File: config.mk
export PLATFORM = sky130hd
export DESIGN_NAME = cpeta_pipe
export DESIGN_NICKNAME = d
export VERILOG_FILES = /design/src/rtl/cpeta_pipe.sv
export SDC_FILE = /design/constraint.sdc
export NUM_CORES = 1
export LEC_CHECK = 0
export BUFFER_PORTS_ARGS = -buffer_cell sky130_fd_sc_hd__buf_2
export CAP_MARGIN = 10
export CORE_UTILIZATION = 49
export CTS_BUF_LIST = sky130_fd_sc_hd__clkbuf_4 sky130_fd_sc_hd__clkbuf_8
export DETAILED_ROUTE_END_ITERATION = 10
export PLACE_DENSITY = 0.71
export RECOVER_POWER = 25
export SLEW_MARGIN = 10
export SYNTH_ARGS = -nofsm -noshare
export SYNTH_HDL_FRONTEND = slang
export SYNTH_SLANG_ARGS = --single-unit
File: constraint.sdc
create_clock -name clk -period 6.8 [get_ports clk]
set_input_delay 1.36 -clock clk [delete_from_list [all_inputs] [get_ports clk]]
set_output_delay 1.36 -clock clk [all_outputs]
set_load 0.01 [all_outputs]
File: src/rtl/cpeta_pipe.sv
`default_nettype none
// ============================================================================
// Module      : cpeta_pipe
// Description : Two-stage valid/ready pipelined adder with selectable exact
//               or approximate mode, per-result error flag and a saturating
//               count of erroneous delivered results.
// Revision    : 1.0 - initial release
// ============================================================================
module cpeta_pipe #(
    parameter int N  = 16,
    parameter int K  = 11,
    parameter int CW = 16
) (
    input  logic          clk,
    input  logic          rst_n,
    input  logic          in_valid,
    output logic          in_ready,
    input  logic [N-1:0]  A,
    input  logic [N-1:0]  B,
    input  logic          mode,
    output logic          out_valid,
    input  logic          out_ready,
    output logic [N-1:0]  sum,
    output logic          cout,
    output logic          err_flag,
    input  logic          clr_cnt,
    output logic [CW-1:0] err_cnt
);

    // Stage 1: registered operands and mode
    logic          s1_valid_q;
    logic [N-1:0]  a_q;
    logic [N-1:0]  b_q;
    logic          mode_q;

    // Stage 2: registered result
    logic          out_valid_q;
    logic [N-1:0]  sum_q;
    logic          cout_q;
    logic          err_q;
    logic [CW-1:0] err_cnt_q;

    // Stage-2 next-state values computed from stage 1
    logic [N-1:0]  sum_d;
    logic          cout_d;
    logic          err_d;

    // Intermediate arithmetic
    logic [K-1:0]  apx_low;
    logic          apx_found;
    logic [N-K:0]  apx_high;
    logic          apx_cp;
    logic [N:0]    exact;
    logic [N:0]    approx;

    logic          s2_load;
    logic          out_hs;

    // Stage 2 accepts new contents when empty or when its result leaves now
    assign s2_load  = !out_valid_q || out_ready;
    assign in_ready = !s1_valid_q || s2_load;
    assign out_hs   = out_valid_q && out_ready;

    // Approximate lower part: XOR above the highest generate position, ones from there down
    always_comb begin
        apx_low   = '0;
        apx_found = 1'b0;
        for (int i = K - 1; i >= 0; i--) begin
            if (apx_found) begin
                apx_low[i] = 1'b1;
            end else if (a_q[i] && b_q[i]) begin
                apx_found  = 1'b1;
                apx_low[i] = 1'b1;
            end else begin
                apx_low[i] = a_q[i] ^ b_q[i];
            end
        end
    end

    // Upper part is exact, seeded by the carry generated at the top lower-part bit
    assign apx_cp   = a_q[K-1] & b_q[K-1];
    assign apx_high = {1'b0, a_q[N-1:K]} + {1'b0, b_q[N-1:K]} + {{(N-K){1'b0}}, apx_cp};
    assign approx   = {apx_high, apx_low};
    assign exact    = {1'b0, a_q} + {1'b0, b_q};

    // Select the result and flag any difference from the exact sum
    always_comb begin
        sum_d  = exact[N-1:0];
        cout_d = exact[N];
        err_d  = 1'b0;
        if (!mode_q) begin
            sum_d  = approx[N-1:0];
            cout_d = approx[N];
            err_d  = (approx != exact);
        end
    end

    // Stage 1 register: captures operands whenever the pipe can take them
    always_ff @(posedge clk or negedge rst_n) begin
        if (!rst_n) begin
            s1_valid_q <= 1'b0;
            a_q        <= '0;
            b_q        <= '0;
            mode_q     <= 1'b0;
        end else if (in_ready) begin
            s1_valid_q <= in_valid;
            if (in_valid) begin
                a_q    <= A;
                b_q    <= B;
                mode_q <= mode;
            end
        end
    end

    // Stage 2 register: holds the result until downstream takes it
    always_ff @(posedge clk or negedge rst_n) begin
        if (!rst_n) begin
            out_valid_q <= 1'b0;
            sum_q       <= '0;
            cout_q      <= 1'b0;
            err_q       <= 1'b0;
        end else if (s2_load) begin
            out_valid_q <= s1_valid_q;
            if (s1_valid_q) begin
                sum_q  <= sum_d;
                cout_q <= cout_d;
                err_q  <= err_d;
            end
        end
    end

    // Saturating error counter; clear takes priority over an increment
    always_ff @(posedge clk or negedge rst_n) begin
        if (!rst_n) begin
            err_cnt_q <= '0;
        end else if (clr_cnt) begin
            err_cnt_q <= '0;
        end else if (out_hs && err_q && (err_cnt_q != {CW{1'b1}})) begin
            err_cnt_q <= err_cnt_q + 1'b1;
        end
    end

    assign out_valid = out_valid_q;
    assign sum       = sum_q;
    assign cout      = cout_q;
    assign err_flag  = err_q;
    assign err_cnt   = err_cnt_q;

endmodule
`default_nettype wire

==> flow_summary_export.csv <==
group,metric,value,unit
power_and_ir_drop,p_comb_share,39.7,%
routing,vias,3146,
placement,dp_hpwl,6.04,mm
critical_path,endpoint_kind,"output port",
global_route,antenna_found_initial,0,
cts,hold_buffers,0,
finish,final_common_cell,"buf_2",
die,placementRows,33,
cts,clkSlewWorstSetupHoldPaths,70,ps
cts,clk-insertion-delay-late,350,ps
critical_path,path_max_fanout,3,
finish,fill_cells,729,
cts,cts_resized,0,
finish,num-nets-final,559,
power_and_ir_drop,pwr-share-clk,21.4,%
placement,routabilityCongestion,0.903,
power_and_ir_drop,power_density,288,mW/mm^2
finish,layout_common_cells,"buf_2 (72), dfrtp_1 (69), nor2_1 (36)",
critical_path,rr_startpoint,"a_q[1]",
synthesis,synthDistinctLibCells,45,
synthesis,syn_area,0.00415,sq mm
global_route,grt_max_degree,70,
synthesis,ys.flop_type,"dfrtp_1",
worst_hold_path,min_path_type,"reg -> reg",
synthesis,syn-instance-count,416,
critical_path,slowest_delay,190,ps
die,dieWidth,94.0,um
cts,cts-root-buf,"clkbuf_8",
finish,multi_input_area,0.00225,sq mm
critical_path,path_buf_inv,2,
global_route,grt-ovfl-total,0,
power_and_ir_drop,seqPwrFrac,38.9,%
power_and_ir_drop,swShare,36.3,%
placement,placement.io_buffers,73,
cts,cts_made_buffers,9,
routing,drc,0,
critical_path,worstPathArrival,1820,ps
sta,slew_headroom,38.4,%
run_status,status,"completed",
finish,drive_gt1_share,26.5,%
sta,fin_skew,7.78,ps
routing,vias_per_cell,5.25,
die,die-area,0.00884,sq mm
global_route,grt_usage,20.4,%
finish,syn_to_final_growth,15.0,%
cts,cts_buffer_depth,2,
critical_path,cp_data_required_time,5440,ps
routing,dr.pass1.iters,4,
power_and_ir_drop,internal-power,0.874,mW
critical_path,cp_cell_sequence,"clkbuf_1, nand3b_1, buf_2",
sta,period_share,46.7,%
placement,placed_cells,584,
cts,cts_tree,"built",
routing,drt_iter0_drc,170,
cts,cts.htree.levels,3,
global_route,grt_pass1_vias,3051,
critical_path,crit_type,"in -> out",
synthesis,yosysSeqAreaShare,41.6,%
finish,final_util,58.1,%
die,io_pins,74,
synthesis,syn_avg_cell_area,9.97,sq um
finish,fin_cells,599,
critical_path,crit_family,"buffers and inverters",
die,fp.dieH,94.0,um
worst_hold_path,min-delay-start,"sum[7]",
finish,seqCellArea,0.00173,sq mm
die,start_util,50.5,%
run,maxCapViolCount,0,
synthesis,ys_warn_count,0,
critical_path,startpoint_type,"input port",
synthesis,synth_edf_count,0,
sta,final_hold_viol_count,0,
power_and_ir_drop,total_power,1.37,mW
routing,routedWlPerCell,13.5,um
sta,period_needed,3180,ps
sta,finalSetupViolations,0,
sta,final-max-slew-violation-count,0,
synthesis,syn_nets,485,
routing,drtAntennaViolNets,0,
die,core,0.00822,sq mm
power_and_ir_drop,vdd_drop_max,0.134,mV
global_route,grt_pass1_wl,13.9,mm
placement,place_ws,3620,ps
synthesis,ys_ff_latch,69,
sta,rsz0062_at_grt,"false",
cts,post-cts-setup-buffers,0,
sta,worst_slack,3620,ps
critical_path,critPathLaunch,"out_ready",
sta,clock.fmax,315,MHz
power_and_ir_drop,p_leak,2.31,nW
finish,diodes,0,
sta,tns,0,ps
sta,worst_pin_slew,923,ps
critical_path,slowest_stage,"nand3b_1",
cts,clock_sink_count,69,
power_and_ir_drop,switching_power,0.499,mW
synthesis,synthArstFlopShare,100,%
routing,wirelength,8.09,mm
metrics by stage:
step,cell area [sq um],hold slack (ps)
after floorplan,4150,480
after global placement,4600,458
after detailed placement,4600,471
after CTS,4770,486
after global routing,4770,517
final,4770,479
power by group through the flow:
stage	clock network, mW	registers, mW	logic [mW]
floorplan	0	0.546	0.400
global placement	0	0.539	0.533
detailed placement	0	0.543	0.546
CTS	0.304	0.535	0.548
global route	0.325	0.545	0.608
finish	0.294	0.534	0.545
cells in the mapped netlist (4+ instances only):
master / count / area, sq um
dfrtp_1: 69 / 1730
nor2_1: 36 / 135
nand2_1: 35 / 131
mux2_2: 33 / 372
inv_1: 30 / 113
ha_1: 28 / 350
xor2_1: 21 / 184
a21oi_1: 20 / 100
xnor2_1: 19 / 166
o21ai_0: 13 / 65.1
nand3_1: 12 / 60.1
o21ai_1: 12 / 60.1
mux2i_1: 7 / 70.1
buf_1: 6 / 22.5
nand2b_1: 6 / 37.5
nand4_1: 6 / 37.5
a21o_1: 5 / 37.5
clkbuf_1: 5 / 18.8
nor2b_1: 5 / 31.3
nor3b_1: 5 / 37.5
nor3_1: 4 / 20.0
path summary, 6_finish.rpt:
| path | end | slack (ps) | depth (start not counted) |
|---|---|---|---|
| setup reg to reg | sum[15] | 4090 | 10 |
| hold reg to reg | sum[7] | 480 | 2 |
| hold / removal | sum[7] | 480 | 2 |
| min in group asynchronous | err_cnt[2] | 1200 | 2 |
| max in group asynchronous | b_q[8] | 5040 | 2 |
| setup / recovery | in_ready | 3620 | 3 |
flip-flops by register name, indices dropped and copies added, names as in the netlist:
| register | flops |
|---|---|
| err_cnt | 16 |
| out_valid | 1 |
| cout | 1 |
| err_flag | 1 |
| s1_valid_q | 1 |
| b_q | 16 |
| mode_q | 1 |
| sum | 16 |
| a_q | 16 |
layout make-up:
class | count | share of cell area [%]
Clock inverter | 4 | 0.524
Multi-Input combinational cell | 304 | 47.1
Timing Repair Buffer | 76 | 8.10
Clock buffer | 11 | 3.04
Inverter | 30 | 2.36
Sequential cell | 69 | 36.2
Tap cell | 105 | 2.75
cell families after synthesis:
group | count (synthesis) | synth area share, %
AO/OA/AOI/OAI | 69 | 10.1
XOR/XNOR | 40 | 8.44
adder cells (fa/ha/maj) | 31 | 9.89
buffers and inverters | 43 | 4.25
flip-flops | 69 | 41.6
multiplexers | 40 | 10.6
AND/OR/NAND/NOR | 124 | 15.1
per-layer routing:
layer | track usage (%) | part of all wire [%] | up-vias
met5 | 0 | 0 | -
met4 | 6.54 | 1.3 | 0
met3 | 4.77 | 4.7 | 12
met2 | 33.8 | 47 | 78
met1 | 26.4 | 47 | 1480
li1 | - | - | 1576
worst register-to-register path: cells and delay by family, from the launching register on:
kind                     cells  cell delay (ps)
AO/OA/AOI/OAI                5             1430
flip-flops                   1              420
adder cells (fa/ha/maj)      1              280
multiplexers                 1              240
AND/OR/NAND/NOR              2              170
buffers and inverters        1               70
Note: power is estimated with default switching activity, not from simulation.
